### config.mk
export PLATFORM = sky130hd
export DESIGN_NAME = dmem_arbiter_flat
export DESIGN_NICKNAME = d
export VERILOG_FILES = /design/src/rtl/dmem_arbiter_if.sv /design/src/rtl/dmem_arbiter.sv /design/src/flat_wrapper.sv
export SDC_FILE = /design/constraint.sdc
export NUM_CORES = 1
export LEC_CHECK = 0
export ABC_AREA = 0
export CAP_MARGIN = 20
export CORE_ASPECT_RATIO = 1.25
export CORE_MARGIN = 8
export CORE_UTILIZATION = 25
export DETAILED_ROUTE_END_ITERATION = 10
export PLACE_DENSITY_LB_ADDON = 0.25
export SLEW_MARGIN = 30
export SYNTH_ARGS = -nofsm -noshare
export SYNTH_HDL_FRONTEND = slang
export SYNTH_SLANG_ARGS = --single-unit
export TNS_END_PERCENT = 1
### constraint.sdc
create_clock -name clk -period 1.75 [get_ports clk]
set_input_delay 0.35 -clock clk [delete_from_list [all_inputs] [get_ports clk]]
set_output_delay 0.35 -clock clk [all_outputs]
set_load 0.02 [all_outputs]
### src/rtl/dmem_arbiter_if.sv
// Request/response bundle shared by the two requesters, the arbiter and the data memory.
// slave = arbiter side, master = requesters plus memory.
interface dmem_arbiter_if #(
    parameter int unsigned ADDR_W = 32,
    parameter int unsigned DATA_W = 32
);
    logic              p0_req;
    logic [ADDR_W-1:0] p0_addr;
    logic [DATA_W-1:0] p0_wdata;
    logic              p0_we;
    logic [3:0]        p0_sign_mask;
    logic              p0_ack;
    logic [DATA_W-1:0] p0_rdata;

    logic              p1_req;
    logic [ADDR_W-1:0] p1_addr;
    logic [DATA_W-1:0] p1_wdata;
    logic              p1_we;
    logic [3:0]        p1_sign_mask;
    logic              p1_ack;
    logic [DATA_W-1:0] p1_rdata;

    logic [ADDR_W-1:0] mem_addr;
    logic [DATA_W-1:0] mem_write_data;
    logic              mem_memread;
    logic              mem_memwrite;
    logic [3:0]        mem_sign_mask;
    logic [DATA_W-1:0] mem_read_data;
    logic              mem_clk_stall;

    logic              busy;
    logic              err;

    modport slave (
        input  p0_req, p0_addr, p0_wdata, p0_we, p0_sign_mask,
        input  p1_req, p1_addr, p1_wdata, p1_we, p1_sign_mask,
        input  mem_read_data, mem_clk_stall,
        output p0_ack, p0_rdata, p1_ack, p1_rdata,
        output mem_addr, mem_write_data, mem_memread, mem_memwrite, mem_sign_mask,
        output busy, err
    );

    modport master (
        output p0_req, p0_addr, p0_wdata, p0_we, p0_sign_mask,
        output p1_req, p1_addr, p1_wdata, p1_we, p1_sign_mask,
        output mem_read_data, mem_clk_stall,
        input  p0_ack, p0_rdata, p1_ack, p1_rdata,
        input  mem_addr, mem_write_data, mem_memread, mem_memwrite, mem_sign_mask,
        input  busy, err
    );
endinterface

### src/rtl/dmem_arbiter.sv
// Round-robin two-port arbiter and stall-handshake sequencer in front of the data memory.
// Optional stall watchdog is built in when DMEM_ARB_TIMEOUT_EN is defined.
module dmem_arbiter #(
    parameter int unsigned ADDR_W   = 32,
    parameter int unsigned DATA_W   = 32,
    parameter int unsigned MAX_WAIT = 15
) (
    input logic           clk,
    input logic           reset,
    dmem_arbiter_if.slave bus
);

    typedef enum logic [2:0] {StIdle, StIssue, StStallHi, StStallLo, StResp} state_e;

    state_e            state_q, state_d;
    logic              last_grant_q, last_grant_d;
    logic              win_q, win_d;
    logic [ADDR_W-1:0] addr_q, addr_d;
    logic [DATA_W-1:0] wdata_q, wdata_d;
    logic              we_q, we_d;
    logic [3:0]        mask_q, mask_d;
    logic [DATA_W-1:0] cap_d;
    logic              timeout_d;

    logic [ADDR_W-1:0] mem_addr_q, mem_addr_d;
    logic [DATA_W-1:0] mem_wdata_q, mem_wdata_d;
    logic              mem_rd_q, mem_rd_d;
    logic              mem_wr_q, mem_wr_d;
    logic [3:0]        mem_mask_q, mem_mask_d;
    logic [1:0]        ack_q, ack_d;
    logic [DATA_W-1:0] rdata0_q, rdata0_d;
    logic [DATA_W-1:0] rdata1_q, rdata1_d;
    logic              busy_q, busy_d;
    logic              err_q, err_d;

`ifdef DMEM_ARB_TIMEOUT_EN
    localparam int unsigned WdW = ($clog2(MAX_WAIT + 1) > 4) ? $clog2(MAX_WAIT + 1) : 4;
    logic [WdW-1:0] wdog_q, wdog_d;
    logic           wd_expire;
    // Counter reads 0 in the first STALL_HI cycle, so expiry lands MAX_WAIT cycles after entry.
    assign wd_expire = (wdog_q == WdW'(MAX_WAIT - 1));
`else
    logic unused_max_wait;
    assign unused_max_wait = ^MAX_WAIT;
`endif

    always_comb begin
        state_d      = state_q;
        last_grant_d = last_grant_q;
        win_d        = win_q;
        addr_d       = addr_q;
        wdata_d      = wdata_q;
        we_d         = we_q;
        mask_d       = mask_q;
        cap_d        = '0;
        timeout_d    = 1'b0;
`ifdef DMEM_ARB_TIMEOUT_EN
        wdog_d       = wdog_q;
`endif
        unique case (state_q)
            StIdle: begin
                // Memory has no reset: never grant while it may still be finishing an access.
                if ((bus.p0_req || bus.p1_req) && !bus.mem_clk_stall) begin
                    win_d        = (bus.p0_req && bus.p1_req) ? ~last_grant_q : bus.p1_req;
                    last_grant_d = win_d;
                    addr_d       = win_d ? bus.p1_addr      : bus.p0_addr;
                    wdata_d      = win_d ? bus.p1_wdata     : bus.p0_wdata;
                    we_d         = win_d ? bus.p1_we        : bus.p0_we;
                    mask_d       = win_d ? bus.p1_sign_mask : bus.p0_sign_mask;
                    state_d      = StIssue;
                end
            end
            StIssue: begin
                state_d = StStallHi;
`ifdef DMEM_ARB_TIMEOUT_EN
                wdog_d  = '0;
`endif
            end
            StStallHi: begin
                if (bus.mem_clk_stall) state_d = StStallLo;
            end
            StStallLo: begin
                if (!bus.mem_clk_stall) begin
                    state_d = StResp;
                    cap_d   = we_q ? '0 : bus.mem_read_data;
                end
            end
            StResp:  state_d = StIdle;
            default: state_d = StIdle;
        endcase
`ifdef DMEM_ARB_TIMEOUT_EN
        // A completion seen in the expiry cycle wins over the watchdog.
        if ((state_q == StStallHi || state_q == StStallLo) && state_d != StResp) begin
            wdog_d = wdog_q + 1'b1;
            if (wd_expire) begin
                state_d   = StResp;
                timeout_d = 1'b1;
                cap_d     = '0;
            end
        end
`endif

        mem_rd_d    = (state_d == StIssue) && !we_d;
        mem_wr_d    = (state_d == StIssue) && we_d;
        mem_addr_d  = (state_d == StIssue) ? addr_d  : '0;
        mem_wdata_d = (state_d == StIssue) ? wdata_d : '0;
        mem_mask_d  = (state_d == StIssue) ? mask_d  : '0;
        ack_d[0]    = (state_d == StResp) && !win_q;
        ack_d[1]    = (state_d == StResp) && win_q;
        rdata0_d    = ack_d[0] ? cap_d : '0;
        rdata1_d    = ack_d[1] ? cap_d : '0;
        busy_d      = (state_d != StIdle);
        err_d       = timeout_d;
    end

    always_ff @(posedge clk) begin
        if (reset) begin
            state_q      <= StIdle;
            last_grant_q <= 1'b1;
            win_q        <= 1'b0;
            addr_q       <= '0;
            wdata_q      <= '0;
            we_q         <= 1'b0;
            mask_q       <= '0;
            mem_addr_q   <= '0;
            mem_wdata_q  <= '0;
            mem_rd_q     <= 1'b0;
            mem_wr_q     <= 1'b0;
            mem_mask_q   <= '0;
            ack_q        <= '0;
            rdata0_q     <= '0;
            rdata1_q     <= '0;
            busy_q       <= 1'b0;
            err_q        <= 1'b0;
`ifdef DMEM_ARB_TIMEOUT_EN
            wdog_q       <= '0;
`endif
        end else begin
            state_q      <= state_d;
            last_grant_q <= last_grant_d;
            win_q        <= win_d;
            addr_q       <= addr_d;
            wdata_q      <= wdata_d;
            we_q         <= we_d;
            mask_q       <= mask_d;
            mem_addr_q   <= mem_addr_d;
            mem_wdata_q  <= mem_wdata_d;
            mem_rd_q     <= mem_rd_d;
            mem_wr_q     <= mem_wr_d;
            mem_mask_q   <= mem_mask_d;
            ack_q        <= ack_d;
            rdata0_q     <= rdata0_d;
            rdata1_q     <= rdata1_d;
            busy_q       <= busy_d;
            err_q        <= err_d;
`ifdef DMEM_ARB_TIMEOUT_EN
            wdog_q       <= wdog_d;
`endif
        end
    end

    assign bus.mem_addr       = mem_addr_q;
    assign bus.mem_write_data = mem_wdata_q;
    assign bus.mem_memread    = mem_rd_q;
    assign bus.mem_memwrite   = mem_wr_q;
    assign bus.mem_sign_mask  = mem_mask_q;
    assign bus.p0_ack         = ack_q[0];
    assign bus.p1_ack         = ack_q[1];
    assign bus.p0_rdata       = rdata0_q;
    assign bus.p1_rdata       = rdata1_q;
    assign bus.busy           = busy_q;
    assign bus.err            = err_q;

endmodule

### src/flat_wrapper.sv
// flat-port wrapper written by rule: the top's interface ports become plain ports
module dmem_arbiter_flat 
#(
    parameter int unsigned ADDR_W   = 32,
    parameter int unsigned DATA_W   = 32,
    parameter int unsigned MAX_WAIT = 15
)
  (clk, reset, bus_p0_req, bus_p0_addr, bus_p0_wdata, bus_p0_we, bus_p0_sign_mask, bus_p1_req, bus_p1_addr, bus_p1_wdata, bus_p1_we, bus_p1_sign_mask, bus_mem_read_data, bus_mem_clk_stall, bus_p0_ack, bus_p0_rdata, bus_p1_ack, bus_p1_rdata, bus_mem_addr, bus_mem_write_data, bus_mem_memread, bus_mem_memwrite, bus_mem_sign_mask, bus_busy, bus_err);
  dmem_arbiter_if #(.ADDR_W(ADDR_W), .DATA_W(DATA_W)) bus_i ();
  input logic clk;
  input logic reset;
  input wire logic [$bits(bus_i.p0_req)-1:0] bus_p0_req;
  input wire logic [$bits(bus_i.p0_addr)-1:0] bus_p0_addr;
  input wire logic [$bits(bus_i.p0_wdata)-1:0] bus_p0_wdata;
  input wire logic [$bits(bus_i.p0_we)-1:0] bus_p0_we;
  input wire logic [$bits(bus_i.p0_sign_mask)-1:0] bus_p0_sign_mask;
  input wire logic [$bits(bus_i.p1_req)-1:0] bus_p1_req;
  input wire logic [$bits(bus_i.p1_addr)-1:0] bus_p1_addr;
  input wire logic [$bits(bus_i.p1_wdata)-1:0] bus_p1_wdata;
  input wire logic [$bits(bus_i.p1_we)-1:0] bus_p1_we;
  input wire logic [$bits(bus_i.p1_sign_mask)-1:0] bus_p1_sign_mask;
  input wire logic [$bits(bus_i.mem_read_data)-1:0] bus_mem_read_data;
  input wire logic [$bits(bus_i.mem_clk_stall)-1:0] bus_mem_clk_stall;
  output wire logic [$bits(bus_i.p0_ack)-1:0] bus_p0_ack;
  output wire logic [$bits(bus_i.p0_rdata)-1:0] bus_p0_rdata;
  output wire logic [$bits(bus_i.p1_ack)-1:0] bus_p1_ack;
  output wire logic [$bits(bus_i.p1_rdata)-1:0] bus_p1_rdata;
  output wire logic [$bits(bus_i.mem_addr)-1:0] bus_mem_addr;
  output wire logic [$bits(bus_i.mem_write_data)-1:0] bus_mem_write_data;
  output wire logic [$bits(bus_i.mem_memread)-1:0] bus_mem_memread;
  output wire logic [$bits(bus_i.mem_memwrite)-1:0] bus_mem_memwrite;
  output wire logic [$bits(bus_i.mem_sign_mask)-1:0] bus_mem_sign_mask;
  output wire logic [$bits(bus_i.busy)-1:0] bus_busy;
  output wire logic [$bits(bus_i.err)-1:0] bus_err;
  assign bus_i.p0_req = bus_p0_req;
  assign bus_i.p0_addr = bus_p0_addr;
  assign bus_i.p0_wdata = bus_p0_wdata;
  assign bus_i.p0_we = bus_p0_we;
  assign bus_i.p0_sign_mask = bus_p0_sign_mask;
  assign bus_i.p1_req = bus_p1_req;
  assign bus_i.p1_addr = bus_p1_addr;
  assign bus_i.p1_wdata = bus_p1_wdata;
  assign bus_i.p1_we = bus_p1_we;
  assign bus_i.p1_sign_mask = bus_p1_sign_mask;
  assign bus_i.mem_read_data = bus_mem_read_data;
  assign bus_i.mem_clk_stall = bus_mem_clk_stall;
  assign bus_p0_ack = bus_i.p0_ack;
  assign bus_p0_rdata = bus_i.p0_rdata;
  assign bus_p1_ack = bus_i.p1_ack;
  assign bus_p1_rdata = bus_i.p1_rdata;
  assign bus_mem_addr = bus_i.mem_addr;
  assign bus_mem_write_data = bus_i.mem_write_data;
  assign bus_mem_memread = bus_i.mem_memread;
  assign bus_mem_memwrite = bus_i.mem_memwrite;
  assign bus_mem_sign_mask = bus_i.mem_sign_mask;
  assign bus_busy = bus_i.busy;
  assign bus_err = bus_i.err;
  dmem_arbiter #(.ADDR_W(ADDR_W), .DATA_W(DATA_W), .MAX_WAIT(MAX_WAIT)) u_core (.clk(clk), .reset(reset), .bus(bus_i));
endmodule
# --- Word level (Yosys, flattened, before mapping) ---
# Cells that the tools add are included.
totals:
  mem_bits_ro: 0
  latchBits: 0
  inputBits: 175
  mem_bits_rw: 0
  out_inout_bits: 138
  n_memories: 0
  elab_cells: 61
  reg_bits: 211
classes:
  n_lt_le_gt_ge: 0
  mul: 0
  div: 0
  n_addsub: 0
  n_mux: 20
  eq_ne: 5
  bitwise: 4
  shifts: 0
  reduce_logical: 16
op_table:
  columns: ["operator", "count"]
  rows:
  - ["32-bit two-way mux", 9]
  - ["4-bit two-way mux", 3]
  - ["3-bit case mux with 4 select lines", 1]
  - ["3-bit two-way mux", 3]
  - ["3-bit by 1-bit == test with 1-bit output, second input constant", 2]
  - ["3-bit by 2-bit == test with 1-bit output, second input constant", 2]
  - ["1-bit logical AND", 6]
  - ["2-bit OR reduction", 3]
  - ["1-bit two-way mux", 4]
  - ["1-bit NOT", 4]
  - ["3-bit == test, second input constant", 1]
  - ["1-bit logical NOT", 3]
  - ["3-bit logical NOT", 1]
  - ["3-bit nonzero test", 1]
  - ["2-bit AND reduction", 1]
  - ["1-bit logical OR", 1]

# --- Longest topological paths before layout ---
# Gate-level depths: netlist of the first run.
logic_depth:
  ltp_word: 8
  ltp_mapped: 5

# --- Worst setup path before layout of the first run ---
# Ideal clock, no wire load.
synth_path:
  kind: "flip-flop to flip-flop"
  from: "register u_core.state_q[1]"
  to: "register u_core.mem_wdata_q[10] (netlist: u_core.bus.mem_write_data[10])"
  setup_slack_ns: 0.060
  t_required_ns: 1.684
  stages_incl_launch_ff: 6
  path_buffers: 2
  setup_time_ns: 0.066
  arrival_ns: 1.624
  synth_period_minus_slack_ns: 1.690
  cell_sequence: "dfxtp_1 or4_4 or3_1 buf_6 buf_6 a21oi_2"
synth_via:
  elab_chain_len: 5
  word_cells_on_any_way: 12
synth_rtl:
  columns: ["element", "line", "rtl"]
  rows:
  - ["start, declared", "dmem_arbiter.sv:15", "state_e state_q, state_d;"]
  - ["start signal, assigned", "dmem_arbiter.sv:118", "state_q <= StIdle;"]
  - ["start signal, assigned", "dmem_arbiter.sv:139", "state_q <= state_d;"]
  - ["3-bit by 2-bit == test with 1-bit output, or another cell as far along", "dmem_arbiter.sv:60", "unique case (state_q)"]
  - ["3-bit case mux with 4 select lines", "dmem_arbiter.sv:60", null]
  - ["3-bit by 1-bit == test with 1-bit output", "dmem_arbiter.sv:106", "mem_wdata_d = (state_d == StIssue) ? wdata_d : '0;"]
  - ["1-bit NOT (no source line)", null, null]
  - ["2-bit OR reduction (no source line)", null, null]
  - ["end signal, assigned", "dmem_arbiter.sv:147", "mem_wdata_q <= mem_wdata_d;"]
  - ["end, declared", "dmem_arbiter.sv:26", "logic [DATA_W-1:0] mem_wdata_q, mem_wdata_d;"]
# Several ways; a longest one is shown, not always the timed one.
# A chain may end at the register's enable or synchronous reset.

# --- Worst setup path after layout of the first run ---
layout_path:
  from: "register u_core.mem_addr_q[10] (netlist: u_core.bus.mem_addr[10])"
  to: "output bus_mem_addr[10]"
layout_rtl:
  columns: ["element", "line", "rtl"]
  rows:
  - ["start, declared", "dmem_arbiter.sv:25", "logic [ADDR_W-1:0] mem_addr_q, mem_addr_d;"]
  - ["start signal, assigned", "dmem_arbiter.sv:146", "mem_addr_q <= mem_addr_d;"]
  - ["end, declared", "flat_wrapper.sv:28", "output wire logic [$bits(bus_i.mem_addr)-1:0] bus_mem_addr;"]
# No word-level cell between the ends.

==> impl_metrics.ini, run 1 <==
[status]
status = completed

[sta]
rsz0062_at_grt = true
hold_ws_ps = 401
finalHoldViolCount = 0
slew_violations = 0
skew_ps = 9.84
fin_crit_sh_pct = 97.4
fmax_mhz = 587
finalCriticalPeriod_ps = 1700
finalSetupViolCount = 0

[synthesis]
synth_top_cell_by_area = dfxtp_1
ys_seq_area_share_pct = 59.9
synth_top_area_share_pct = 59.9
synth.avg_cell_area_um2 = 9.21
syn_nets = 694
synth.area.top_cells = dfxtp_1, nand2_1, a21oi_2
ys_ff_latch = 143
yosys_warnings = 0
syn_area_um2 = 4780
synth.distinct_cells = 31
synthCells = 519

[worst_setup_path]
cp_num_buf_inv = 1
start_kind = flop
path_delay_family = buffers and inverters
critPathRequiredTime_ps = 1400
crit_path_top_delay_cell = clkdlybuf4s50_1
end_kind = output port
critPathMaxFanout = 1
worstPathCellList = clkdlybuf4s50_1
reg2reg_slack_ps = 50
slowest_delay_ps = 630
path_class = flop to output port
arrival_ps = 1350

[placed_design]
io_buffers = 311
gp_congestion = 0.763
dpl.cell_count = 1040
hpwlAfterDp_um = 12900

[grt]
grt_max_degree = 47
antenna_found_initial = 0
first_global_vias = 4629
overflow = 0
grt_pass1_wl_um = 26000
grt.total_usage_pct = 14.1

[die]
die_w_um = 140
fp.coreArea_um2 = 18800
fp-row-count = 56
pin_count = 313
start_util_pct = 25.5
die_h_um = 171
die_area_um2 = 23800

[power_and_ir_drop]
max-vdd-ir-drop_mv = 0.583
power.density_nw_per_um2 = 911
power_leakage_nw = 3.82

[finish]
diodes = 0
n_fill_cell = 1818
syn2layout_area_growth_pct = 85.7
final_util_pct = 47.3
drive_gt1_share_pct = 15.1
fin_nets = 1002
final_cells = 1072

[cts]
root_buffer = clkbuf_16
clk_pin_slew_worst_paths_ps = 60
cts_buffer_depth = 2
cts_tree = yes
insertion_delay_ps = 410
ctsHoldBuffers = 0
clock_sinks = 143
cts_buffers = 17
h-tree-depth = 4

[routing]
drtAntennaViolNets = 0
drc = 0
avgRoutedWirePerCell_um = 15.8
avgViaCountPerCell = 4.15
detailedRoute.firstPassIterationCount = 4
vias = 4446
wl_um = 16900
drtIter0Drc = 120

[worst_hold_path]
hold_path_class = input pin to flop

[flow_run]
drv_cap = 0
[area by class of cell]
class	count	area, um^2	area share, %
inverter	4	15.0	0.169
timing repair buffer	331	3430	38.6
sequential	143	2860	32.3
clock inverter	14	145	1.64
multi-input combinational	330	1690	19.1
tap	232	290	3.27
clock buffer	18	439	4.95
[synth_stat cells]
cell type and number:
o21ai_0 3, conb_1 1, buf_2 1, mux2i_1 1, nor2b_2 1, nor2b_1 1
o32ai_1 1, nor2_1 68, a21oi_1 3, a221oi_1 1, a21boi_1 1, nand2_1 168
dfxtp_1 143, or4_4 1, nor4_4 1, nand3_1 1, buf_6 7, clkbuf_1 30
inv_1 3, o21ai_1 1, nand3b_1 3, a21bo_2 1, and3b_1 1, buf_4 1
o21bai_1 1, clkinv_1 1, buf_1 2, or3_1 2, a21oi_2 68, buf_8 1
and2_1 1
[path summary, 6_finish.rpt]
kind	startpoint	to	cells after the start
worst max-delay path	u_core.bus.mem_addr[10]	bus_mem_addr[10]	1
worst min-delay path	bus_mem_clk_stall	u_core.state_q[0]	4
worst max register to register	u_core.state_q[1]	u_core.bus.mem_write_data[8]	4
worst min register to register	u_core.we_q	u_core.we_q	2
[registers in the layout (all words and copies together) (netlist names)]
signal and flops:
u_core.ack_q 2, u_core.bus.busy 1, u_core.bus.mem_addr 32, u_core.bus.mem_memread 1
u_core.bus.mem_memwrite 1, u_core.bus.mem_sign_mask 4, u_core.bus.mem_write_data 32, u_core.bus.p0_rdata 32
u_core.bus.p1_rdata 32, u_core.last_grant_q 1, u_core.state_q 3, u_core.we_q 1
u_core.win_q 1
[power by group]
part | leakage (nW) | switching, W | total [W] | internal, W
Clock | 0.284 | 0.00151 | 0.00356 | 0.00205
Sequential | 1.16 | 0.0000268 | 0.00337 | 0.00334
Combinational | 2.38 | 0.000525 | 0.00116 | 0.000632
[through the flow]
stage | instance area [um^2] | setup WS [ps] | power (W) | TNS [ps]
global placement | 8240 | -429 | 0.00461 | -27450
global route | 8870 | -14.3 | 0.00845 | -41.3
finish | 8870 | 45.8 | 0.00808 | 0
detailed placement | 8240 | -432 | 0.00462 | -28090
floorplan | 4780 | 60.5 | 0.00393 | 0
CTS | 8820 | 2.03 | 0.00825 | 0
[repair_timing]
item / in CTS / in global routing
gates resized for setup: 5 / 23
setup buffers: 0 / 0
endpoints found under the setup margin: 6 / 51
[layer usage]
layer  vias up  wire [um]  global-route usage (%)
li1       2247          -                       -
met1      1988       6720                    15.5
met2       196       8340                    24.0
met3        15       1670                    6.94
met4         0        179                    3.97
met5         -          0                       0
[layout by cell type, fill, tap and decap left out, drive strengths merged]
master / instances
nand3: 1
o21ai: 4
bufinv: 1
o32ai: 1
a21bo: 1
dlymetal6s2s: 22
nor2: 68
clkdlybuf4s50: 285
or3: 2
nand2: 168
buf: 20
a21boi: 1
or4: 1
a221oi: 1
a21oi: 71
clkbuf: 18
nor2b: 2
mux2i: 1
dfxtp: 143
and3b: 1
clkinv: 4
nand3b: 3
nor4: 1
conb: 1
and2: 1
inv: 11
dlygate4sd2: 4
o21bai: 1
clkinvlp: 2
[cell families after synthesis]
logic type | after synthesis | share of synthesized area [%]
AND/OR/NAND/NOR | 248 | 20.7
AO/OA/AOI/OAI | 80 | 14.1
multiplexers | 1 | 0.209
flip-flops | 143 | 59.9
buffers and inverters | 46 | 5.05
other | 1 | 0.0785
Power figures use the tool's default switching activity.
==> run 2: changes to the inputs <==
--- a/config.mk
+++ b/config.mk
@@ -10,6 +10,7 @@
 export CORE_ASPECT_RATIO = 1.25
 export CORE_MARGIN = 8
 export CORE_UTILIZATION = 25
+export CTS_CLUSTER_SIZE = 28
 export DETAILED_ROUTE_END_ITERATION = 10
 export PLACE_DENSITY_LB_ADDON = 0.25
 export SLEW_MARGIN = 30
==> results of run 2 <==
No change in the layout: final DEF, timing and power equal those of run 1.
==> variant 1, RTL diff (settings of run 1) <==
The 5 states of `state_e` get a one-hot encoding in 5 bits.
--- a/src/rtl/dmem_arbiter.sv
+++ b/src/rtl/dmem_arbiter.sv
@@ -10,7 +10,7 @@
     dmem_arbiter_if.slave bus
 );
 
-    typedef enum logic [2:0] {StIdle, StIssue, StStallHi, StStallLo, StResp} state_e;
+    typedef enum logic [4:0] {StIdle = 5'b00001, StIssue = 5'b00010, StStallHi = 5'b00100, StStallLo = 5'b01000, StResp = 5'b10000} state_e;
 
     state_e            state_q, state_d;
     logic              last_grant_q, last_grant_d;
Function: no difference found for any inputs over 4 cycles, from zero or initial values and one cycle with reset high; so few cycles prove little.
==> variant 1 against run 1 <==
  * Sequential cell count grew 2
  * Design area shrank 0.45%
  * Synthesized area shrank 2.0%
  * Setup slack gained 0.0036 ns
  * Power grew 3.0%
  * Critical path depth is the same
  * First-iteration DRC count shrank 17%
  * Largest cell class unchanged
  * Wire length grew 0.38%
==> variant 1: results <==
min_path:
  worstHoldPathCells: 3
  hold_end: "u_core.bus.p1_rdata[23]"
  hold_start: "bus_mem_read_data[23]"
worst_setup_path:
  r2r-start: "u_core.state_q[2]"
  rr_worst_depth: 6
  rrSetupSlack_ns: 0.17
  r2r-end: "u_core.bus.mem_write_data[19]"
  crit_arrival_ns: 1.35
power_and_ir_drop:
  ir_worst_vdd_mv: 0.570
  p_sw_mw: 1.98
  leakage_nw: 3.69
  clockPowerShare_pct: 45.4
  powerDensity_nw_per_um2: 943
yosys:
  synth.distinct_cells: 36
  synth-seq-cells: 145
  ys_seq_area_share_pct: 62.0
  syn_nets: 638
grt:
  grt_max_degree: 34
  grt_pass1_wl_um: 25800
  grt_pass1_vias: 4688
  grt_usage_pct: 14.2
cells_and_area:
  seq_share_pct: 32.9
  multi_input_gates: 274
  buf_share_pct: 38.7
  layout-drive-gt1-share_pct: 8.68
  signal_buffers: 340
  clkCellAreaFrac_pct: 7.02
  regArea_sq_um: 2900
  clockBufferCount: 17
  fillers: 1721
  fin_nets: 957
place:
  postPlaceCellArea_sq_um: 8200
  dp_hpwl_um: 13900
  placed_cells: 995
  post-place-ws_ns: -0.262
detailed_routing:
  drt-wirelength-per-cell_um: 16.5
  routed_wl_um: 17000
  initialDrtViolationCount: 100
status:
  status: "complete, no violations"
sta:
  holdWs_ns: 0.486
  fmax_mhz: 588
  skew_ns: 0.00882
[variant 1: changes by cell type after synthesis, moves of 3 or more]
| cell | run 1 | this run |
|---|---|---|
| nand2_1 | 168 | 34 |
| nor2_1 | 68 | 138 |
| a21oi_2 | 68 | 0 |
| mux2i_1 | 1 | 69 |
| buf_2 | 1 | 13 |
| clkbuf_1 | 30 | 24 |
| buf_6 | 7 | 2 |
| nor4_1 | 0 | 4 |
| nand3b_1 | 3 | 0 |
[variant 1: how the worst max path moves through the flow]
stage                                    endpoint                        start
floorplan                             u_core.we_q                   bus_p1_req
global placement    u_core.bus.mem_write_data[18]                   bus_p1_req
detailed placement  u_core.bus.mem_write_data[18]                   bus_p1_req
CTS                          bus_mem_sign_mask[0]  u_core.bus.mem_sign_mask[0]
global route                      bus_mem_addr[5]       u_core.bus.mem_addr[5]
finish                           bus_p0_rdata[13]      u_core.bus.p0_rdata[13]
[variant 1: logic make-up after synthesis]
kind of cell | Yosys count | share of synthesized area, %
mux | 69 | 14.8
xor+xnor | 1 | 0.187
other cells | 1 | 0.0801
compound gates | 12 | 2.00
flops | 145 | 62.0
simple gates | 191 | 16.7
buf+inv | 44 | 4.28
[variant 1: repair_timing]
| action | in CTS | in global routing |
|---|---|---|
| cloned | 0 | 0 |
| resized for setup | 14 | 11 |
| endpoints found under the setup margin | 14 | 11 |
[variant 1: layer usage]
layer	track usage (%)	vias to the layer above	part of all wire, %
met1	14.3	1915	38
met5	0	-	0
met3	7.48	19	11
li1	-	2120	-
met2	24.4	228	49
met4	5.59	0	1.7
[variant 1: worst register-to-register path, cell delays in order, from the launching register on]
cell and delay [ns]:
dfxtp_1 0.37, nor4_1 0.30, buf_4 0.18, nand4_1 0.16, buf_12 0.22, buf_4 0.16
nor2_1 0.11
==> variant 2, RTL diff (config.mk and constraints of run 1) <==
Made on the original files. `DATA_W` is set to 32 in 3 places; all go to 64.
--- a/src/rtl/dmem_arbiter_if.sv
+++ b/src/rtl/dmem_arbiter_if.sv
@@ -2,7 +2,7 @@
 // slave = arbiter side, master = requesters plus memory.
 interface dmem_arbiter_if #(
     parameter int unsigned ADDR_W = 32,
-    parameter int unsigned DATA_W = 32
+    parameter int unsigned DATA_W = 64
 );
     logic              p0_req;
     logic [ADDR_W-1:0] p0_addr;
--- a/src/rtl/dmem_arbiter.sv
+++ b/src/rtl/dmem_arbiter.sv
@@ -2,7 +2,7 @@
 // Optional stall watchdog is built in when DMEM_ARB_TIMEOUT_EN is defined.
 module dmem_arbiter #(
     parameter int unsigned ADDR_W   = 32,
-    parameter int unsigned DATA_W   = 32,
+    parameter int unsigned DATA_W   = 64,
     parameter int unsigned MAX_WAIT = 15
 ) (
     input logic           clk,
--- a/src/flat_wrapper.sv
+++ b/src/flat_wrapper.sv
@@ -2,7 +2,7 @@
 module dmem_arbiter_flat 
 #(
     parameter int unsigned ADDR_W   = 32,
-    parameter int unsigned DATA_W   = 32,
+    parameter int unsigned DATA_W   = 64,
     parameter int unsigned MAX_WAIT = 15
 )
   (clk, reset, bus_p0_req, bus_p0_addr, bus_p0_wdata, bus_p0_we, bus_p0_sign_mask, bus_p1_req, bus_p1_addr, bus_p1_wdata, bus_p1_we, bus_p1_sign_mask, bus_mem_read_data, bus_mem_clk_stall, bus_p0_ack, bus_p0_rdata, bus_p1_ack, bus_p1_rdata, bus_mem_addr, bus_mem_write_data, bus_mem_memread, bus_mem_memwrite, bus_mem_sign_mask, bus_busy, bus_err);
Ports: changed (6 resized); port bits go from 313 to 505. The function was not compared with the original's and may differ.
==> variant 2 against run 1 <==
  * Synthesized area grew 59%
  * Utilization down 0.67 points
  * Design area grew 58%
  * Sequential share of layout area is 1.9 points higher
  * Wire length is 91% higher
  * The flow now finishes with violations (setup timing)
  * Die area up 52%
  * Sequential cell count is 96 higher
  * Critical path type is now reg2reg
  * Setup slack lost 0.064 ns
  * Power rose by 56%
==> variant 2: results <==
cts:
  cts_buffers: 24
  post_cts_resized: 236
  ctsHtreeMaxLevel: 1
  clock_latency_ns: 0.52
worst_setup_path:
  cp_max_fo: 29
  crit_arrival_ns: 2.22
  r2r-start: "u_core.state_q[0]"
  crit_path_end: "u_core.bus.mem_write_data[15]"
  path_delay_family: "simple AND/OR/NAND/NOR gates"
  setup.worst_path.class: "reg2reg"
detailed_routing:
  wl_met3_um: 4420
  top_layer_used: "met5"
  wl_met2_um: 15900
  num_vias: 7340
  routedLengthMet1_um: 11100
cells_and_area:
  fin_nets: 1613
  layout-drive-gt1-share_pct: 13.3
  fin_cells: 1762
yosys:
  syn_inst: 833
  netlist_top_cells_area: "dfxtp_1, nand2_1, a21oi_2"
  synth.distinct_cells: 26
  syn_nets: 1104
  synth_common_cells: "nand2_1, dfxtp_1, nor2_1, a21oi_2, clkbuf_1"
grt:
  grt_pass1_wl_um: 46900
  grt_max_degree: 65
  met2_usage_pct: 30.3
  gr-usage-met1_pct: 17.0
  grt_pass1_vias: 7862
  grt_usage_pct: 17.0
sta:
  fin_tns_setup_ns: -0.0909
  setup_violations: 16
  setup_slack_ns: -0.0179
  skew_ns: 0.0124
place:
  gp_congestion: 0.817
  dp_hpwl_um: 25800
  post-place-ws_ns: -0.621
  placed_cells: 1717
  io_buffer_count: 503
min_path:
  hold_end: "u_core.bus.mem_addr[5]"
  worstHoldPathCells: 3
power_and_ir_drop:
  finalPower_mw: 12.6
  switching_share_pct: 23.5
  clockPowerShare_pct: 41.8
  combPwrFrac_pct: 13.8
status:
  failed_checks: "setup timing"
  status: "finished, violations left"
==> variant 2: changes by cell type in the layout (fill, tap and decap cells not counted), sizes merged, moves of 15 or more <==
| cell | run 1 | this run |
|---|---|---|
| nand2 | 168 | 266 |
| nor2 | 68 | 131 |
| buf | 20 | 47 |
| a21oi | 71 | 104 |
| dlymetal6s2s | 22 | 0 |
| clkdlybuf4s50 | 285 | 270 |
| dfxtp | 143 | 239 |
| clkbuf | 18 | 35 |
| dlygate4sd2 | 4 | 233 |
==> variant 2: layout make-up <==
class	count	area share, %
Antenna cell	2	0.0358
Clock buffer	35	5.17
Clock inverter	8	0.662
Inverter	4	0.107
Multi-Input combinational cell	523	18.1
Sequential cell	239	34.2
Tap cell	401	3.59
Timing Repair Buffer	550	38.2
==> variant 2: logic make-up after synthesis <==
family                 Yosys count  synth area share (%)
buffers and inverters           71                  4.45
AO/OA/AOI/OAI                  113                  11.6
flip-flops                     239                  63.1
AND/OR/NAND/NOR                409                  20.8
other                            1                0.0494
